$ cat src/rtl/mc_control_fsm.sv
// Multi-cycle RV32I control sequencer: Moore decode of state (branch pc_write also depends on the flags), 3-5 cycles per instruction.
// `define MC_MEM_WAIT_EN adds mem_ready; FETCH/MEM_RD/MEM_WR stall while it is low.
module mc_control_fsm #(
    parameter int RESET_PC_HOLD = 1
) (
    input  logic       clk,
    input  logic       rst,
`ifdef MC_MEM_WAIT_EN
    input  logic       mem_ready,
`endif
    input  logic [6:0] opcode,
    input  logic [2:0] funct3,
    input  logic       zero,
    input  logic       blt,
    input  logic       bge,
    input  logic       bltu,
    input  logic       bgeu,
    output logic       pc_write,
    output logic [1:0] pc_src,
    output logic       ir_write,
    output logic       mem_addr_sel,
    output logic       mem_read,
    output logic       mem_write,
    output logic       reg_write,
    output logic [2:0] wb_sel,
    output logic [1:0] alu_src_a,
    output logic [1:0] alu_src_b,
    output logic [1:0] alu_op,
    output logic       instr_done,
    output logic       illegal,
    output logic [3:0] state
);

    typedef enum logic [3:0] {
        S_RESET    = 4'd0,
        S_FETCH    = 4'd1,
        S_DECODE   = 4'd2,
        S_EXEC_R   = 4'd3,
        S_EXEC_I   = 4'd4,
        S_ALU_WB   = 4'd5,
        S_MEM_ADDR = 4'd6,
        S_MEM_RD   = 4'd7,
        S_MEM_WB   = 4'd8,
        S_MEM_WR   = 4'd9,
        S_BRANCH   = 4'd10,
        S_JAL      = 4'd11,
        S_JALR     = 4'd12,
        S_LUI      = 4'd13,
        S_AUIPC    = 4'd14,
        S_TRAP     = 4'd15
    } state_t;

    localparam logic [3:0] HOLD_LAST = 4'(RESET_PC_HOLD - 1);

    state_t     cur_state;
    state_t     nxt_state;
    logic [3:0] hold_cnt;
    logic       illegal_q;
    logic       mem_rdy;
    logic       br_taken;
    logic       br_bad;

`ifdef MC_MEM_WAIT_EN
    assign mem_rdy = mem_ready;
`else
    assign mem_rdy = 1'b1;
`endif

    assign state   = cur_state;
    assign illegal = illegal_q;

    always_ff @(posedge clk) begin
        if (rst) begin
            cur_state <= S_RESET;
            hold_cnt  <= 4'd0;
            illegal_q <= 1'b0;
        end else begin
            cur_state <= nxt_state;
            if (nxt_state == S_TRAP)
                illegal_q <= 1'b1;
            if (cur_state == S_RESET)
                hold_cnt <= hold_cnt + 4'd1;
        end
    end

    // funct3 010/011 are not branch encodings and send the core to TRAP.
    always_comb begin
        br_taken = 1'b0;
        br_bad   = 1'b0;
        case (funct3)
            3'b000:  br_taken = zero;
            3'b001:  br_taken = !zero;
            3'b100:  br_taken = blt;
            3'b101:  br_taken = bge;
            3'b110:  br_taken = bltu;
            3'b111:  br_taken = bgeu;
            default: br_bad   = 1'b1;
        endcase
    end

    always_comb begin
        nxt_state    = cur_state;
        pc_write     = 1'b0;
        pc_src       = 2'd0;
        ir_write     = 1'b0;
        mem_addr_sel = 1'b0;
        mem_read     = 1'b0;
        mem_write    = 1'b0;
        reg_write    = 1'b0;
        wb_sel       = 3'd0;
        alu_src_a    = 2'd0;
        alu_src_b    = 2'd0;
        alu_op       = 2'b00;
        instr_done   = 1'b0;
        case (cur_state)
            S_RESET: begin
                if (hold_cnt >= HOLD_LAST)
                    nxt_state = S_FETCH;
            end
            S_FETCH: begin
                mem_read  = 1'b1;
                ir_write  = mem_rdy;
                alu_src_a = 2'd2;
                alu_src_b = 2'd2;
                pc_write  = mem_rdy;
                if (mem_rdy)
                    nxt_state = S_DECODE;
            end
            S_DECODE: begin
                alu_src_b = 2'd1;
                case (opcode)
                    7'b0110011: nxt_state = S_EXEC_R;
                    7'b0010011: nxt_state = S_EXEC_I;
                    7'b0000011,
                    7'b0100011: nxt_state = S_MEM_ADDR;
                    7'b1100011: nxt_state = S_BRANCH;
                    7'b1101111: nxt_state = S_JAL;
                    7'b1100111: nxt_state = S_JALR;
                    7'b0110111: nxt_state = S_LUI;
                    7'b0010111: nxt_state = S_AUIPC;
                    default:    nxt_state = S_TRAP;
                endcase
            end
            S_EXEC_R: begin
                alu_src_a = 2'd1;
                alu_op    = 2'b10;
                nxt_state = S_ALU_WB;
            end
            S_EXEC_I: begin
                alu_src_a = 2'd1;
                alu_src_b = 2'd1;
                alu_op    = 2'b11;
                nxt_state = S_ALU_WB;
            end
            S_ALU_WB: begin
                reg_write  = 1'b1;
                wb_sel     = 3'd4;
                instr_done = 1'b1;
                nxt_state  = S_FETCH;
            end
            S_MEM_ADDR: begin
                alu_src_a = 2'd1;
                alu_src_b = 2'd1;
                nxt_state = opcode[5] ? S_MEM_WR : S_MEM_RD;
            end
            S_MEM_RD: begin
                mem_read     = 1'b1;
                mem_addr_sel = 1'b1;
                if (mem_rdy)
                    nxt_state = S_MEM_WB;
            end
            S_MEM_WB: begin
                reg_write  = 1'b1;
                instr_done = 1'b1;
                nxt_state  = S_FETCH;
            end
            S_MEM_WR: begin
                mem_write    = 1'b1;
                mem_addr_sel = 1'b1;
                instr_done   = mem_rdy;
                if (mem_rdy)
                    nxt_state = S_FETCH;
            end
            S_BRANCH: begin
                alu_src_a  = 2'd1;
                alu_op     = 2'b01;
                pc_src     = 2'd1;
                pc_write   = br_taken;
                instr_done = !br_bad;
                nxt_state  = br_bad ? S_TRAP : S_FETCH;
            end
            S_JAL: begin
                pc_write   = 1'b1;
                pc_src     = 2'd1;
                reg_write  = 1'b1;
                wb_sel     = 3'd3;
                instr_done = 1'b1;
                nxt_state  = S_FETCH;
            end
            S_JALR: begin
                alu_src_a  = 2'd1;
                alu_src_b  = 2'd1;
                pc_write   = 1'b1;
                pc_src     = 2'd2;
                reg_write  = 1'b1;
                wb_sel     = 3'd3;
                instr_done = 1'b1;
                nxt_state  = S_FETCH;
            end
            S_LUI: begin
                reg_write  = 1'b1;
                wb_sel     = 3'd2;
                instr_done = 1'b1;
                nxt_state  = S_FETCH;
            end
            S_AUIPC: begin
                reg_write  = 1'b1;
                wb_sel     = 3'd4;
                instr_done = 1'b1;
                nxt_state  = S_FETCH;
            end
            S_TRAP: begin
                nxt_state = S_TRAP;
            end
            default: begin
                nxt_state = S_TRAP;
            end
        endcase
    end

endmodule

$ cat config.mk
export PLATFORM = sky130hd
export DESIGN_NAME = mc_control_fsm
export DESIGN_NICKNAME = d
export VERILOG_FILES = /design/src/rtl/mc_control_fsm.sv
export SDC_FILE = /design/constraint.sdc
export NUM_CORES = 1
export LEC_CHECK = 0
export CORE_ASPECT_RATIO = 1.25
export CORE_MARGIN = 5
export CORE_UTILIZATION = 41
export CTS_CLUSTER_DIAMETER = 80
export DETAILED_ROUTE_END_ITERATION = 10
export PLACE_DENSITY = 0.85
export REMOVE_ABC_BUFFERS = 1
export SYNTH_ARGS = -nofsm -noshare
export SYNTH_HDL_FRONTEND = slang
export SYNTH_SLANG_ARGS = --single-unit
$ cat constraint.sdc
create_clock -name clk -period 4.49 [get_ports clk]
set_input_delay 0.898 -clock clk [delete_from_list [all_inputs] [get_ports clk]]
set_output_delay 0.898 -clock clk [all_outputs]
set_load 0.1 [all_outputs]
# Word-level counts from Yosys, hierarchy flattened
# Index checks and enable logic that the tools add are counted.
# classes
n_addsub	1
n_reduce_logical	16
n_lt_le_gt_ge	1
n_eq_ne	30
muxes	18
# op_table
cell	count
$eq A4 B4 Y1 const B	9
$pmux W4 S9	1
$pmux W4 S8	1
$eq A7 B6 Y1 const B	3
$eq A7 B7 Y1 const B	3
$eq A4 B3 Y1 const B	4
$eq A7 B5 Y1 const B	2
$reduce_or A2 Y1	7
$eq A3 B3 Y1 const B	4
$mux W4	3
$pmux W2 S2	3
$reduce_or A6 Y1	2
$pmux W3 S3	1
$eq A4 B2 Y1 const B	2
$eq A7 B2 Y1 const B	1
$reduce_or A7 Y1	1
$pmux W1 S6	1
$pmux W2 S3	1
$mux W1	5
$reduce_or A5 Y1	1
$add A4 B1 Y4 const B	1
$eq A4 B1 Y1 const B	1
$ge A4 B1 Y1 const B	1
$logic_not A4 Y1	1
other kinds (6)	7
# word_totals
inputBits	17
output_inout_bits	23
elab_cells	69
register_bits	9

# Logic depth before layout (Yosys ltp)
# Gate-level depths: netlist of the first run.
# logic_depth
depth_word	5
ltp_mapped	6
depth_no_buf	5

# Least setup slack after synthesis of the first run
# OpenSTA, ideal clock, no wires.
# synth_path
kind	reg-to-output
startpoint	register cur_state[1] (netlist: state[1])
endpoint	output port alu_op[0]
n_path_buf	1
path_stages_with_launch	6
t_required_ps	3592
setup_slack_ps	-497
t_arrival_ps	4089
cell_sequence	dfxtp_1 -> buf_6 -> nand2_1 -> nor2_1 -> nor2_1 -> nor2_1
# synth_between
elab_chain_cells	2
elab_cells_between_ends	4
cone_classes	eq/ne: 3; mux: 1
# synth_lines
element	line_no	source
start: declaration	55	state_t cur_state;
start signal: assignment	78	cur_state <= nxt_state;
$eq A4 B4 Y1, or another cell as far along	115	case (cur_state)
$pmux W2 S3 (*)	115	
end: declaration	28	output logic [1:0] alu_op,
# Every way passes the cells marked *; elsewhere a longest branch is shown, timed or not.

# Final worst setup path of the first run
# layout_path
startpoint	register cur_state[3] (netlist: state[3])
endpoint	output port pc_src[0]
# layout_between
elab_chain_cells	3
elab_cells_between_ends	5
cone_classes	eq/ne: 3; mux: 1; reduce/logical: 1
# layout_lines
element	line_no	source
$eq A4 B4 Y1	115	
$reduce_or A2 Y1 (no line)	n/a	
$pmux W2 S2 (*)	115	
end: declaration	19	output logic [1:0] pc_src,
# Marked as above.

==> impl_metrics.yaml, run 1 <==
floorplan:
  std_cell_rows: 17
  die_h_microns: 56.88
  start_util_pct: 41.83
  pin_count: 40
  core_region_area_sq_um: 1723
  die_width_microns: 47.50
  dieArea_sq_um: 2702
place:
  place_hpwl_mm: 1.446
  place_inst: 146
  portBuffers: 39
  pre_cts_slack_ns: 0.9763
  gp_congestion: 0.7673
synth:
  synth_edf_count: 0
  synthFlopType: "dfxtp_1"
  synthSimpleGateAreaFrac_pct: 44.79
  synth_top_family_by_area: "simple AND/OR/NAND/NOR gates"
  synth_compound_gate_area_share_pct: 22.74
  synth_area_per_cell_sq_um: 7.430
  ys_types: 40
  syn_area_sq_um: 720.7
  ys_seq_area_share_pct: 13.89
  synth-xor-area-share_pct: 3.646
  ys_async_sr_fraction_pct: 0
  ys_ff_latch: 5
  yosys_warnings: 0
  synthCells: 97
  muxShareOfSynthArea_pct: 4.514
  synthAdderAreaFrac_pct: 0
critical_path:
  required_ns: 3.59
  cp_num_buf_inv: 1
  critical_path.max_stage_delay_ns: 1.15
  worstPathMaxFanout: 21
  cpMaxStageDelayCell: "clkdlybuf4s50_1"
  crit_family: "buffers and inverters"
  path_class: "flop to primary output"
  path_cells: "nand2_1 > nor2_1 > clkdlybuf4s50_1"
  start_kind: "flop"
  rrSetupSlack_ns: 2.57
  ff2ff_path_depth: 3
  cp_num_cells: 3
  endpoint_kind: "primary output"
  worstPathArrival_ns: 2.63
timing:
  hold_ws_ns: 0.4696
  final-hold-violation-count: 0
  setup_violations: 0
  fmax_ghz: 0.2838
  fin_skew_ns: 0.01050
  tightest_slew_ns: 0.9712
  timing.final.ws_setup_ns: 0.9666
  slew_headroom_pct: 35.05
  post-route-period-util_pct: 78.47
  min_period_ns: 3.523
  rsz0062_at_grt: "false"
  final_max_slew_viol_count: 0
outcome:
  status: "completed"
finish:
  layout-drive-gt1-share_pct: 18.32
  final_cells: 150
  mostFrequentLayoutCell: "clkdlybuf4s50_1"
  finalNetCount: 149
  area_delta_synth_final_pct: 46.53
  antenna_cells: 0
  final_cell_mix: "24 x clkdlybuf4s50_1, 15 x buf_4, 14 x nor2_1, 8 x nand2_1, 6 x o21ai_0"
global_route:
  grt_pass1_vias: 687
  grt_antenna_before_repair: 0
  grt_overflow: 0
  grt_use_total_pct: 15.34
  grt_pass1_wl_mm: 3.070
  grt_max_degree: 25
drt:
  post_drt_wl_per_cell_microns: 12.31
  via_per_inst: 5.267
  wirelength_mm: 1.847
  firstDrtPassIters: 5
  drt_iter0_drc: 7
  post-route-drc-count: 0
  num_vias: 790
  postRouteAntennaNets: 0
clock_network:
  cts_max_level: 1
  cts_tree: "yes"
  postCtsSetupBuffers: 0
  postCtsHoldBufs: 0
  path_clk_slew_ns: 0.05
  clockBufferDepth: 2
  clock_sink_count: 5
  clockRootBuffer: "clkbuf_4"
  cts_made_buffers: 3
  post_cts_resized: 0
  clk_latency_ns: 0.25
job:
  cap_violations: 0
hold_path:
  hold_class: "flop to flop"
  hold-path-cell-count: 2
==> cell families (layout without fill, tap and decap cells) <==
logic type | Yosys count | count (layout)
muxes | 2 | 2
DFF | 5 | 5
xor gates and xnor gates | 3 | 3
and+or+nand+nor | 52 | 52
AOI/OAI and AO/OA | 24 | 24
buffers and inverters | 11 | 45
==> cell usage after synthesis (all sizes together), types with 2 or more instances <==
cell type / number / area [sq um]
nand3b: 3 / 22.52
inv: 2 / 7.510
nor4b: 3 / 47.54
nand2b: 5 / 31.28
and2: 3 / 18.77
dfxtp: 5 / 100.1
and3b: 2 / 21.27
buf: 8 / 63.80
nor2: 14 / 52.55
nor2b: 2 / 12.51
o22ai: 2 / 12.51
nor3: 3 / 15.01
a21oi: 3 / 15.01
nand3: 3 / 15.01
nor3b: 4 / 41.29
o21ai: 8 / 40.04
nand2: 8 / 30.03
a32oi: 2 / 17.52
xnor2: 2 / 17.52
o31ai: 2 / 15.01
==> final timing paths <==
path               end      from
min            illegal   illegal
max reg2reg    illegal  state[0]
min reg2reg    illegal   illegal
max          pc_src[0]  state[3]
==> worst min-delay path, stage by stage, from the launching register on <==
cell      delay (ns)
dfxtp_1         0.33
nand2b_1        0.07
o41ai_2         0.05
==> per-layer routing <==
layer	vias to the layer above	wire length [microns]	track usage (%)
met5	-	0	0
met4	0	36	7.115
met3	5	109	2.885
met2	23	915	23.56
met1	342	787	19.73
li1	420	-	-
==> registers in the layout, indices dropped and copies added, names as in the netlist <==
signal and flops:
state 4, illegal 1
==> cell type report <==
cell class | count | area (sq um)
multi-input combinational | 81 | 545.5
timing repair buffer | 39 | 352.8
tap | 19 | 23.77
clock buffer | 4 | 26.28
inverter | 2 | 7.507
sequential | 5 | 100.1
fill | 170 | 666.9
==> per-stage QoR <==
| step | util [%] | setup TNS [ns] | cell area (sq um) |
|---|---|---|---|
| 2_1_floorplan | - | -5.735 | 653.1 |
| 3_3_place_gp | 59.77 | 0 | 1030 |
| 3_5_place_dp | 59.77 | 0 | 1030 |
| 4_1_cts | 61.29 | 0 | 1056 |
| 5_1_grt | 61.29 | 0 | 1056 |
| 6_report | 61.29 | 0 | 1056 |
Power of run 1 is not shown: default switching activity piles up to over one toggle a cycle in this logic, so the estimate is an artifact.
==> run 2, diff against run 1 <==
--- a/config.mk
+++ b/config.mk
@@ -7,10 +7,10 @@
 export LEC_CHECK = 0
 export CORE_ASPECT_RATIO = 1.25
 export CORE_MARGIN = 5
-export CORE_UTILIZATION = 41
+export CORE_UTILIZATION = 34
 export CTS_CLUSTER_DIAMETER = 80
 export DETAILED_ROUTE_END_ITERATION = 10
-export PLACE_DENSITY = 0.85
+export PLACE_DENSITY = 0.75
 export REMOVE_ABC_BUFFERS = 1
 export SYNTH_ARGS = -nofsm -noshare
 export SYNTH_HDL_FRONTEND = slang
==> constraint.sdc (replaced) <==
create_clock -name clk -period 2.9 [get_ports clk]
set_input_delay 0.58 -clock clk [delete_from_list [all_inputs] [get_ports clk]]
set_output_delay 0.58 -clock clk [all_outputs]
set_load 0.1 [all_outputs]
==> run 2 against run 1 <==
  * Non-clock buffer count increased by 1
  * Die area rose by 16%
  * Critical path depth is 4 higher
  * Via count rose by 4.8%
  * Wire length up 7.8%
  * Count of clock-buffer cells in the layout unchanged
  * Worst hold slack improved by 0.012 ns
  * Sequential share of layout area fell by 1.5 points
  * Flip-flop and latch count unchanged
  * Critical path type is now input pin to primary output
==> impl_metrics.yaml, run 2 (same netlist as run 1, synthesis figures left out) <==
finish:
  finalNetCount: 150
  final_cell_mix: "15 x clkdlybuf4s50_1, 15 x buf_12, 14 x nor2_1, 8 x nand2_1, 8 x buf_4"
  final_cells: 152
  largest_reg_flops: 4
  area_delta_synth_final_pct: 74.65
  layout-drive-gt1-share_pct: 25.76
  antenna_cells: 0
  post-route-util_pct: 62.80
critical_path:
  path_class: "input pin to primary output"
  rrSetupSlack_ns: 0.86
  start_kind: "input pin"
  path_cells: "clkdlybuf4s50_1 > mux4_2 > nand2_1 > o31ai_1 > a32oi_1 > o22ai_2 > clkbuf_16"
  cpMaxStageDelayCell: "mux4_2"
  required_ns: 2.32
  critical_path.max_stage_delay_ns: 0.45
  r2r-end: "illegal"
  endpoint_kind: "primary output"
  worstPathMaxFanout: 1
  worstPathArrival_ns: 2.13
  regToRegStartpoint: "state[2]"
  ff2ff_path_depth: 5
place:
  place_inst: 148
  gp_congestion: 0.7609
  place_hpwl_mm: 1.612
  portBuffers: 39
hold_path:
  whs_endpoint: "illegal"
  hold_class: "flop to flop"
  worstHoldStart: "illegal"
  hold-path-cell-count: 2
drt:
  firstDrtPassIters: 3
  drt_iter0_drc: 9
  wirelength_mm: 1.991
  postRouteAntennaNets: 0
  via_per_inst: 5.447
  num_vias: 828
  post-route-drc-count: 0
  post_drt_wl_per_cell_microns: 13.10
global_route:
  grt_antenna_before_repair: 0
  grt_pass1_wl_mm: 3.229
  grt_max_degree: 22
  grt_pass1_vias: 760
  grt_overflow: 0
  grt_use_total_pct: 13.25
timing:
  final-hold-violation-count: 0
  min_period_ns: 2.707
  post-route-period-util_pct: 93.35
  final_max_slew_viol_count: 0
  fin_skew_ns: 0.003068
  tightest_slew_ns: 0.7478
  fmax_ghz: 0.3694
  setup_violations: 0
  slew_headroom_pct: 50.08
  rsz0062_at_grt: "false"
floorplan:
  die_width_microns: 51.18
  dieArea_sq_um: 3146
  start_util_pct: 35.96
  std_cell_rows: 18
  die_h_microns: 61.48
  core_region_area_sq_um: 2004
  pin_count: 40
clock_network:
  cts_made_buffers: 3
  clockRootBuffer: "clkbuf_4"
  cts_tree: "yes"
  cts_max_level: 1
  clock_sink_count: 5
  path_clk_slew_ns: 0.04
  clockBufferDepth: 2
  clk_latency_ns: 0.24
outcome:
  status: "completed"
job:
  cap_violations: 0
run 2: through the flow:
stage	worst slack, ns	hold slack (ns)	setup TNS (ns)	cell area, sq um
final	0.1927	0.4818	0	1259
after global routing	0.1135	0.4975	0	1259
after CTS	0.05133	0.4843	0	1245
after detailed placement	0.05113	0.4733	0	1219
after global placement	0.06998	0.4609	0	1219
after floorplan	-2.259	0.6524	-28.94	653.1
run 2: how the worst max path moves through the flow:
stage / end / from / slack, ns / depth (start not counted)
3_5_place_dp: pc_write / funct3[0] / 0.05 / 7
4_1_cts: pc_write / funct3[0] / 0.05 / 7
3_3_place_gp: pc_write / funct3[0] / 0.07 / 7
6_report: pc_write / bgeu / 0.19 / 7
5_1_grt: pc_write / bgeu / 0.11 / 7
2_1_floorplan: illegal / state[0] / -2.26 / 3
run 2: timing repair:
action	4_1_cts	5_1_grt
setup buffers	0	0
gates resized for setup	0	4
endpoints found under the setup margin	0	1
endpoints found under the hold margin	0	0
hold buffers	0	0
run 2: area by class of cell:
cell class | instances | area, sq um
clock buffers | 4 | 26.28
fillers | 184 | 745.7
inverters | 2 | 7.507
multi-input cells | 81 | 551.8
flip-flops and latches | 5 | 100.1
well taps | 20 | 25.02
repair buffers | 40 | 548.0
run 2: metal layers:
metal	GRT usage [%]	up-vias	routed length, microns	share of wire [%]
met5	0	-	0	0
met4	5.769	0	22	1.1
met3	2.663	4	80	4.0
met2	25.97	20	1104	55
met1	13.54	385	783	39
li1	-	419	-	-
run 2: critical path, delay by kind of cell:
family / cells / cell delay [ns]
compound gates: 3 / 0.37
buf+inv: 2 / 0.64
mux: 1 / 0.45
simple gates: 1 / 0.08
Power of run 2 is left out for the same reason.
==> run 3, diff against run 2 <==
--- a/config.mk
+++ b/config.mk
@@ -6,12 +6,13 @@
 export NUM_CORES = 1
 export LEC_CHECK = 0
 export CORE_ASPECT_RATIO = 1.25
-export CORE_MARGIN = 5
+export CORE_MARGIN = 3
 export CORE_UTILIZATION = 34
 export CTS_CLUSTER_DIAMETER = 80
 export DETAILED_ROUTE_END_ITERATION = 10
 export PLACE_DENSITY = 0.75
 export REMOVE_ABC_BUFFERS = 1
+export SKIP_CTS_REPAIR_TIMING = 1
 export SYNTH_ARGS = -nofsm -noshare
 export SYNTH_HDL_FRONTEND = slang
 export SYNTH_SLANG_ARGS = --single-unit
==> constraint.sdc (replaced) <==
create_clock -name clk -period 2.9 [get_ports clk]
set_input_delay 0.58 -clock clk [delete_from_list [all_inputs] [get_ports clk]]
set_output_delay 0.58 -clock clk [all_outputs]
set_load 0.005 [all_outputs]
==> run 3 against run 2 <==
  * Clock skew decreased by 0.0026 ns
  * Fmax decreased by 1.9%
  * Via count grew 1.8%
  * Count of clock-buffer cells in the layout unchanged
  * Sequential share of layout area grew 0.93 points
  * Die area decreased by 14%
  * Critical path depth did not move
  * Critical endpoint unchanged
  * Register-to-register slack better by 0.24 ns
  * Critical path type unchanged
  * Non-clock buffer count rose by 3
==> impl_metrics.yaml, run 3 (same netlist as run 1, synthesis figures left out) <==
place:
  place_inst: 151
  portBuffers: 39
  place_hpwl_mm: 1.630
  placed_area_sq_um: 1099
  gp_congestion: 0.7651
power:
  p_sw_mw: 0.3417
  seq_power_share_pct: 20.8
  p_clk_share_pct: 10.1
  switching_share_pct: 40.84
  p_leak_nw: 0.4201
  fin_total_pwr_mw: 0.8368
  vdd_drop_max_mv: 0.5606
  combPwrFrac_pct: 69.1
  cell_internal_pwr_mw: 0.4950
  power_density_nw_per_um2: 742.3
clock_network:
  cts_tree: "yes"
  path_clk_slew_ns: 0.04
  clk_latency_ns: 0.25
  clockBufferDepth: 2
  cts_max_level: 1
  clock_sink_count: 5
  cts_made_buffers: 3
  clockRootBuffer: "clkbuf_4"
global_route:
  grt_pass1_vias: 791
  grt_pass1_wl_mm: 3.443
  grt_overflow: 0
  grt_antenna_before_repair: 0
  grt_max_degree: 17
  grt_use_total_pct: 17.07
floorplan:
  pin_count: 40
  die_width_microns: 47.18
  core_region_area_sq_um: 2004
  dieArea_sq_um: 2712
  start_util_pct: 35.96
  die_h_microns: 57.48
  std_cell_rows: 18
hold_path:
  hold_class: "flop to flop"
finish:
  layout-drive-gt1-share_pct: 9.630
  mostFrequentLayoutCell: "clkdlybuf4s50_1"
  largest_reg_flops: 4
  multi_input_area_sq_um: 545.5
  area_delta_synth_final_pct: 56.42
  final_cells: 155
  design_area_sq_um: 1127
  post-route-util_pct: 56.24
  final_cell_mix: "38 x clkdlybuf4s50_1, 14 x nor2_1, 8 x nand2_1, 6 x o21ai_0"
  ff_latch_area_sq_um: 100.1
  finalNetCount: 153
  fillers: 206
  antenna_cells: 0
job:
  cap_violations: 0
drt:
  num_vias: 843
  postRouteAntennaNets: 0
  via_per_inst: 5.439
  wirelength_mm: 2.032
  post_drt_wl_per_cell_microns: 13.11
  post-route-drc-count: 0
  firstDrtPassIters: 4
  drt_iter0_drc: 8
critical_path:
  required_ns: 2.32
  path_class: "input pin to primary output"
  worstPathMaxFanout: 2
  worstPathArrival_ns: 2.18
  endpoint_kind: "primary output"
  rrSetupSlack_ns: 1.10
  start_kind: "input pin"
timing:
  fin_skew_ns: 0.0004908
  rsz0062_at_grt: "false"
  min_period_ns: 2.761
  tightest_slew_ns: 0.5300
  slew_headroom_pct: 64.62
  final_max_slew_viol_count: 0
  post-route-period-util_pct: 95.19
  fmax_ghz: 0.3623
  hold_ws_ns: 0.4765
  setup_violations: 0
  final-hold-violation-count: 0
outcome:
  status: "completed"
==> run 3: stage by stage <==
stage	setup WS, ns	TNS [ns]
after CTS	-0.1655	-0.1655
after global placement	-0.1050	-0.1050
after detailed placement	-0.1657	-0.1657
final	0.1395	0
after floorplan	0.9095	0
after global routing	0.006814	0
==> run 3: path summary, 6_finish.rpt <==
| check | to | start | cells after the start |
|---|---|---|---|
| setup / recovery | pc_write | funct3[0] | 7 |
| hold / removal | illegal | illegal | 2 |
| setup reg to reg | illegal | state[2] | 5 |
| hold reg to reg | illegal | illegal | 2 |
==> run 3: layer usage <==
layer | global-route usage [%] | vias to the layer above | part of all wire (%)
li1 | - | 426 | -
met1 | 20.69 | 384 | 40
met5 | 0 | - | 0
met2 | 27.96 | 25 | 54
met3 | 1.893 | 8 | 3.1
met4 | 9.486 | 0 | 3.5
==> run 3: final cells by class <==
class	instances	share of cell area [%]
inverter	2	0.6659
clock buffer	4	2.331
multi-input combinational	81	48.39
tap	20	2.220
sequential	5	8.879
timing repair buffer	43	37.51
==> run 3: power by group through the flow <==
stage          Combinational, mW  Sequential (mW)  Clock [mW]
3_3_place_gp               0.573            0.174           0
4_1_cts                    0.585            0.174      0.0875
6_report                   0.579            0.174      0.0843
3_5_place_dp               0.581            0.175           0
5_1_grt                    0.639            0.187      0.0908
2_1_floorplan              0.265            0.182           0
==> run 3: critical path, cell delays in order <==
cell	delay (ns)
clkdlybuf4s50_1	0.52
mux4_2	0.52
nand2_1	0.08
o31ai_1	0.07
a32oi_1	0.15
o22ai_1	0.10
dlymetal6s2s_1	0.17
No activity file was read; power rests on OpenSTA's default activity.
==> patch (settings of run 2) <==
The option `MC_MEM_WAIT_EN` is turned on by a define.
--- a/src/rtl/mc_control_fsm.sv
+++ b/src/rtl/mc_control_fsm.sv
@@ -2,2 +2,4 @@
 // `define MC_MEM_WAIT_EN adds mem_ready; FETCH/MEM_RD/MEM_WR stall while it is low.
+`define MC_MEM_WAIT_EN
+
 module mc_control_fsm #(
Interface: changed (added mem_ready); port bits go from 40 to 41. No check against the original RTL was run, so the function may have changed too.
==> patch against run 2 <==
Routed wire length rose by 23%. Final area fell by 4.6%. Synthesized area fell by 1.7%. Clock skew fell by 2.8 ps. Non-clock buffer count rose by 2. Maximum frequency rose by 1.7%. Sequential cell count did not move. Count of clock-buffer cells in the layout did not move. Setup slack improved by 46 ps. Critical path type unchanged. Critical endpoint unchanged.
Power is left out: it rests on default switching activity, and per cell area and clock period it moved more than threefold.
==> patch: results (changes against run 2) <==
- Number of port buffers: 40 (+2.6%)
- Fin nets: 162 (+8.0%)
- Commonest cells post-synth: 16 x nor2_1, 12 x nand2_1, 8 x a21oi_1
- Status: finished clean
- CTS resizes: 0 (unchanged)
- HPWL Detailed: 1817 um (+13%)
- Layout cells sized above 1: 23.78% (-2.0 points)
- # fillers: 179 (-2.7%)
- Worst R2R Start: state[2]
- Vias in the first global route: 949 (+25%)
- Largest register FFs: 4 (unchanged)
- Avg WL per Cell: 15.07 um (+15%)
- Slew margin rel.: 54.09% (+4.0 points)
- Post-Place Cell Area: 1172 sq um (-3.8%)
- Critical Path Start: bgeu
- Fin Clk Skew: 0.2584 ps (-2.809 ps)
- Initial antenna violation count: 0 (unchanged)
- Total track usage: 16.71% (+3.5 points)
- Synth Warn #: 0 (unchanged)
- Vias: 914 (+10%)
- Drt pass-1 iters: 4 (+1)
- Largest net degree at the start of global routing: 23 (+4.5%)
- Largest cells by area after synthesis: dfxtp_1 14%, nor2_1 8.5%, nand2_1 6.4%
- Clk pin slew, worst setup/hold paths: 40 ps (about the same)
- Final GP Congestion: 0.7167 (-5.8%)
- R2r setup slk: 840 ps (-20 ps)
- Yosys cell types: 36 (-10%)
- Share of the yosys chip area belonging to registers: 14.13% (+0.25 points)
- Arrival time at the worst endpoint: 2080 ps (-50 ps)
- Worst reg2reg path depth: 5 (unchanged)
- DRT iter0 DRCs: 8 (-1)
- CP max stage delay: 450 ps (about the same)
- Async SR Flop Fraction: 0% (unchanged)
- Slowest stage cell, crit path: mux4_2
- Worst Hold Class: register to register
- Number of antenna diodes: 0 (unchanged)
- Crit path to: pc_write
- First-pass GRT wire length: 4091 um (+27%)
[patch: through the flow]
step | std cells | setup slack, ps | TNS (ps)
4_1_cts | 163 | 63.74 | 0
2_1_floorplan | 97 | -5177 | -35210
3_5_place_dp | 159 | 65.87 | 0
3_3_place_gp | 159 | 77.13 | 0
5_1_grt | 163 | 76.67 | 0
6_report | 163 | 239.1 | 0
[patch: cells by family after synthesis]
group	after synthesis	share of synthesized area, %
buf+inv	12	8.303
compound gates	30	30.57
simple gates	52	37.10
mux	3	6.183
xor+xnor	3	3.711
flops	5	14.13
[patch: area by class of cell]
class                   instances  area [sq um]  share of cell area [%]
clock buffers                   4         26.28                   2.188
inverters                       4         15.01                   1.250
multi-input cells              88         549.3                   45.73
flip-flops and latches          5         100.1                   8.333
well taps                      20         25.02                   2.083
repair buffers                 42         485.5                   40.42
[patch: worst register-to-register path, cell delays in order (launching register included)]
cell and delay (ps):
dfxtp_1 760, nor2b_1 440, nand2_1 130, nor2_1 160, nor3_1 100, o41ai_2 370
[patch: how the worst min path moves through the flow]
| stage | slack, ps | startpoint | end | cells past startpoint |
|---|---|---|---|---|
| detailed placement | 500 | illegal | illegal | 2 |
| finish | 510 | illegal | illegal | 2 |
| floorplan | 650 | rst | state[1] | 1 |
| global route | 540 | illegal | illegal | 2 |
| global placement | 470 | illegal | illegal | 2 |
| CTS | 520 | illegal | illegal | 2 |
[patch: layer usage]
layer  wire [um]  global-route usage [%]
met1         966                   18.34
met2        1309                   30.14
met3         143                   3.874
met4          36                   8.029
met5           0                       0
